==> config.mk <==
export PLATFORM = sky130hd
export DESIGN_NAME = hilo_mul_sequencer
export DESIGN_NICKNAME = d
export VERILOG_FILES = /design/src/rtl/hilo_mul_sequencer.sv
export SDC_FILE = /design/constraint.sdc
export NUM_CORES = 1
export LEC_CHECK = 0
export ABC_AREA = 1
export CORE_MARGIN = 4
export CORE_UTILIZATION = 55
export CTS_CLUSTER_SIZE = 28
export DETAILED_ROUTE_END_ITERATION = 8
export GPL_TIMING_DRIVEN = 0
export HOLD_SLACK_MARGIN = 0.1
export PLACE_DENSITY = 0.92
export REMOVE_ABC_BUFFERS = 1
export SYNTH_ARGS = -nofsm -noshare
export SYNTH_HDL_FRONTEND = slang
export SYNTH_SLANG_ARGS = --single-unit
==> constraint.sdc <==
create_clock -name clk -period 4.2 [get_ports clk]
set_input_delay 0.84 -clock clk [delete_from_list [all_inputs] [get_ports clk]]
set_output_delay 0.84 -clock clk [all_outputs]
set_load 0.05 [all_outputs]
==> src/rtl/hilo_mul_sequencer.sv <==
// rtl/hilo_mul_sequencer.sv - HI/LO owner and step sequencer for the shift-add MULTU/MADDU multiplier
module hilo_mul_sequencer #(
   parameter int WIDTH = 32,
   parameter int STEPS = 32,
   parameter int CNTW  = 6
) (
   input  logic               clk,
   input  logic               rst,
   input  logic               op_valid,
   input  logic [5:0]         funct,
   input  logic [2*WIDTH-1:0] mul_prod,
   output logic               op_ready,
   output logic               busy,
   output logic               mul_load,
   output logic               mul_step,
   output logic               hilo_we,
   output logic               done,
   output logic [WIDTH-1:0]   hi,
   output logic [WIDTH-1:0]   lo,
   output logic [WIDTH-1:0]   mf_data
);

   localparam logic [5:0] F_MULTU = 6'b011001;
   localparam logic [5:0] F_MADDU = 6'b011100;
   localparam logic [5:0] F_MFHI  = 6'b010000;
   localparam logic [5:0] F_MFLO  = 6'b010010;

   typedef enum logic [1:0] {S_IDLE, S_RUN, S_WRITE} state_t;

   state_t            state_q, state_d;
   logic [CNTW-1:0]   cnt_q, cnt_d;
   logic              kind_q, kind_d;
   logic              done_q, done_d;
   logic [WIDTH-1:0]  hi_q, hi_d, lo_q, lo_d;

   logic is_mul, is_mf, accept;

   assign is_mul = (funct == F_MULTU) || (funct == F_MADDU);
   assign is_mf  = (funct == F_MFHI) || (funct == F_MFLO);
   assign accept = op_valid && op_ready;

   always_ff @(posedge clk or posedge rst) begin
      if (rst) begin
         state_q <= S_IDLE;
         cnt_q   <= '0;
         kind_q  <= 1'b0;
         done_q  <= 1'b0;
         hi_q    <= '0;
         lo_q    <= '0;
      end else begin
         state_q <= state_d;
         cnt_q   <= cnt_d;
         kind_q  <= kind_d;
         done_q  <= done_d;
         hi_q    <= hi_d;
         lo_q    <= lo_d;
      end
   end

   always_comb begin
      state_d = state_q;
      cnt_d   = cnt_q;
      kind_d  = kind_q;
      hi_d    = hi_q;
      lo_d    = lo_q;
      done_d  = 1'b0;
      case (state_q)
         S_IDLE: begin
            if (accept && is_mul) begin
               kind_d  = (funct == F_MADDU);
               cnt_d   = '0;
               state_d = S_RUN;
            end
         end
         S_RUN: begin
            cnt_d = cnt_q + CNTW'(1);
            if (cnt_q == CNTW'(STEPS - 1)) begin
               state_d = S_WRITE;
            end
         end
         S_WRITE: begin
            // MADDU accumulates across the full 2*WIDTH so lo carries into hi
            if (kind_q) begin
               {hi_d, lo_d} = {hi_q, lo_q} + mul_prod;
            end else begin
               {hi_d, lo_d} = mul_prod;
            end
            done_d  = 1'b1;
            state_d = S_IDLE;
         end
         default: state_d = S_IDLE;
      endcase
   end

   always_comb begin
      busy     = (state_q != S_IDLE);
      op_ready = !(busy && op_valid && (is_mul || is_mf));
      mul_load = (state_q == S_IDLE) && accept && is_mul;
      mul_step = (state_q == S_RUN);
      hilo_we  = (state_q == S_WRITE);
      if (funct == F_MFHI) begin
         mf_data = hi_q;
      end else if (funct == F_MFLO) begin
         mf_data = lo_q;
      end else begin
         mf_data = '0;
      end
   end

   assign done = done_q;
   assign hi   = hi_q;
   assign lo   = lo_q;

endmodule

==> reports/results.txt <==
status -> complete, no violations
fillcell total -> 1,574
Synth Area in Adders -> 0.08320
CP Max Fanout -> 33
FP Rows -> 48
xor and xnor area share after synthesis -> 0.02841
Reg2Reg Depth -> 12
Root Buffer -> clkbuf_16
synthesized area per cell -> 5.430 um2
Yosys reg bits -> 74
Overall Power -> 0.002930 W
DRT antenna net count -> 0
Antenna Cells -> 0
CTS Sinks -> 74
WP data arrival -> 3290 ps
Finished Layout Cells -> 2,203
routed vias -> 11,619
Die X -> 141.9 um
Worst VDD drop -> 0.1730 mV
# IOs -> 175
RSZ-0062 raised after global routing -> false
Post-Synthesis Cells -> 1,817
DRC Markers -> 0
GP Congestion -> 1.005
Core Area -> 17,420 um2
port bufs -> 174
Post-DP Area -> 11,850 um2
First DRT Iteration DRCs -> 1,026
WS Path Type -> in2out
count of pins over their slew limit -> 0
max cap viols -> 0
multi-input logic area -> 6394 um2
leakage power -> 7.049 nW
DIE AREA -> 20,140 um2
total congestion overflow -> 0
first-pass GRT wire length -> 56.90 mm
post-DP HPWL -> 29.85 mm
Critical Path Start Type -> primary input
fmax -> 242.2 MHz
DR pass1 iterations -> 6
H-tree lvl count -> 3
relative max-transition margin -> 0.3829
layout cells sized above 1 -> 0.05106
die height -> 141.9 um
clk_lat worst skew -> 360 ps
mux cell area share after synthesis -> 0
Yosys warning count -> 0
ys flop type -> dfrtp_1
wire per inst -> 16.61 um
register area share after synthesis -> 0.1877
vias in the first global route -> 10,816
CTS tree -> done
post-synth cell types -> 34
reg2reg start -> lo[30]$_DFFE_PP0P_
Hold-fix buffers, CTS -> 0
Initial Util -> 0.5665
Post-Route WL -> 36.60 mm
post-route cell area -> 12,200 um2
synthesized cell area -> 9866 um2
final hold violations -> 0
largest net degree at the start of global routing -> 72
Critical Path Source -> funct[4]
min-delay worst type -> reg2reg
Simple-Gate Fraction of Synth Area -> 0.4435
Worst Tran Pin Value -> 924.6 ps
reg-to-reg slack, setup -> 1470 ps
minimum clock period -> 4129 ps
Setup violations, final -> 0
area delta synth->final -> 23.64%
Post-synth EDFFs -> 0
reg-to-reg endpoint -> hi[27]$_DFFE_PP0P_
largest family of logic cells by synthesized area -> simple AND/OR/NAND/NOR gates
CP endpoint kind -> output pin
Hold Path Origin -> cnt_q[0]$_DFFE_PP0P_
Global Route Usage Sum -> 0.3618
Pwr Density -> 240.2 nW/um2
Vias/cell -> 5.274
Post-Place Cells -> 2,187
WHS Path Cells -> 1
Nets -> 2,111
Fin Clk Skew -> 9.524 ps
Max clock buf depth -> 2
FFs w/ async S/R, synth -> 1.000
TritonCTS buffer count -> 9
Synth Area in Compound Gates -> 0.08992
hold worst-path end -> cnt_q[0]$_DFFE_PP0P_
clk slew on worst S/H paths -> 70 ps
WP data required -> 3360 ps
final period utilization -> 0.9831
sequential cell area -> 1856 um2
initial antenna violation count -> 0
## cell usage after synthesis (12+ instances only)
master	instances	area share
nand2_2	27	0.017
nor2_2	18	0.011
nand3_1	70	0.036
a21oi_1	44	0.022
nand2_1	688	0.26
ha_1	64	0.081
inv_1	397	0.15
nand4_1	12	0.0076
o22ai_1	45	0.029
xnor2_1	12	0.011
clkbuf_1	24	0.0091
o21ai_1	17	0.0086
nor2_1	202	0.077
xor2_1	20	0.018
dfrtp_1	74	0.19
o21ai_0	36	0.018
## per-stage QoR
step / setup slack, ps / hold slack [ps] / TNS, ps / util
after floorplan: 732.3 / 470.2 / 0 / -
final: 70.95 / 515.8 / 0 / 0.7004
after CTS: 159.7 / 517.3 / 0 / 0.6998
after global routing: 3.369 / 532.5 / 0 / 0.7004
after detailed placement: -640.8 / 505.9 / -19000 / 0.6806
after global placement: -642.9 / 486.4 / -28520 / 0.6749
## timing repair
| action | CTS | global route |
|---|---|---|
| gates resized for setup | 4 | 4 |
| endpoints found under the setup margin | 33 | 6 |
| pin swaps | 0 | 1 |
| setup buffers | 0 | 0 |
## area by class of cell
cell class	instances	share of cell area
sequential	74	0.1521
inverter	404	0.1245
clock buffer	9	0.01846
clock inverter	7	0.006873
multi-input combinational	1306	0.5242
tap	225	0.02308
timing repair buffer	178	0.1508
## critical path: stages
cell and delay, ps:
clkdlybuf4s50_1 450, inv_1 60, nor2_1 270, nand3_4 440
o22ai_1 360, clkdlybuf4s50_1 860
## routing by layer
layer / vias to the layer above / global-route usage / routed length, um
li1: 5792 / - / -
met2: 592 / 0.5694 / 15760
met3: 80 / 0.05544 / 3603
met1: 5155 / 0.5031 / 15770
met4: 0 / 0.1374 / 1463
met5: - / 0 / 0
## flip-flops by register name (all words and copies together) (netlist names)
register / flops
hi: 32
lo: 32
cnt_q: 6
state_q: 2
done: 1
kind_q: 1
## worst max-delay path by stage
stage | end | slack (ps) | depth (start not counted)
after floorplan | mf_data[0] | 730 | 3
after global placement | lo[19]$_DFFE_PP0P_ | -640 | 3
after detailed placement | mf_data[18] | -640 | 6
after CTS | mf_data[18] | 160 | 5
after global routing | mf_data[6] | 3 | 6
final | mf_data[18] | 70 | 6
## kinds of logic (layout without fill, tap and decap cells)
family,count (synthesis),count (layout)
xor+xnor,32,32
fa+ha+maj,65,65
flops,74,74
simple gates,1052,1052
buf+inv,437,598
compound gates,157,157
## report_power, final
part | total [W] | switching, W | internal [W]
clock network | 0.000869 | 0.000396 | 0.000474
logic | 0.00126 | 0.000839 | 0.000418
registers | 0.000804 | 0.0000491 | 0.000755
total | 0.00293 | 0.00128 | 0.00165
## layout by cell type, fill, tap and decap left out, types with 4 or more instances in the layout
cell / netlist / layout
a21oi_1: 44 / 44
o21ai_0: 36 / 36
nor3_2: 6 / 6
nand4_1: 12 / 12
dlymetal6s2s_1: 0 / 4
nand3_1: 70 / 68
nor2_2: 18 / 17
nand3_2: 10 / 10
nand2_2: 27 / 27
nand2_1: 688 / 688
dfrtp_1: 74 / 73
xnor2_1: 12 / 12
nor3_1: 8 / 8
xor2_1: 20 / 20
nor2_4: 4 / 5
ha_1: 64 / 64
inv_1: 397 / 395
o22ai_1: 45 / 45
nor2_1: 202 / 202
clkdlybuf4s50_1: 0 / 170
clkbuf_16: 0 / 9
o211ai_1: 10 / 10
o21ai_1: 17 / 17
inv_2: 5 / 6
No activity file was read; power rests on OpenSTA's default activity.
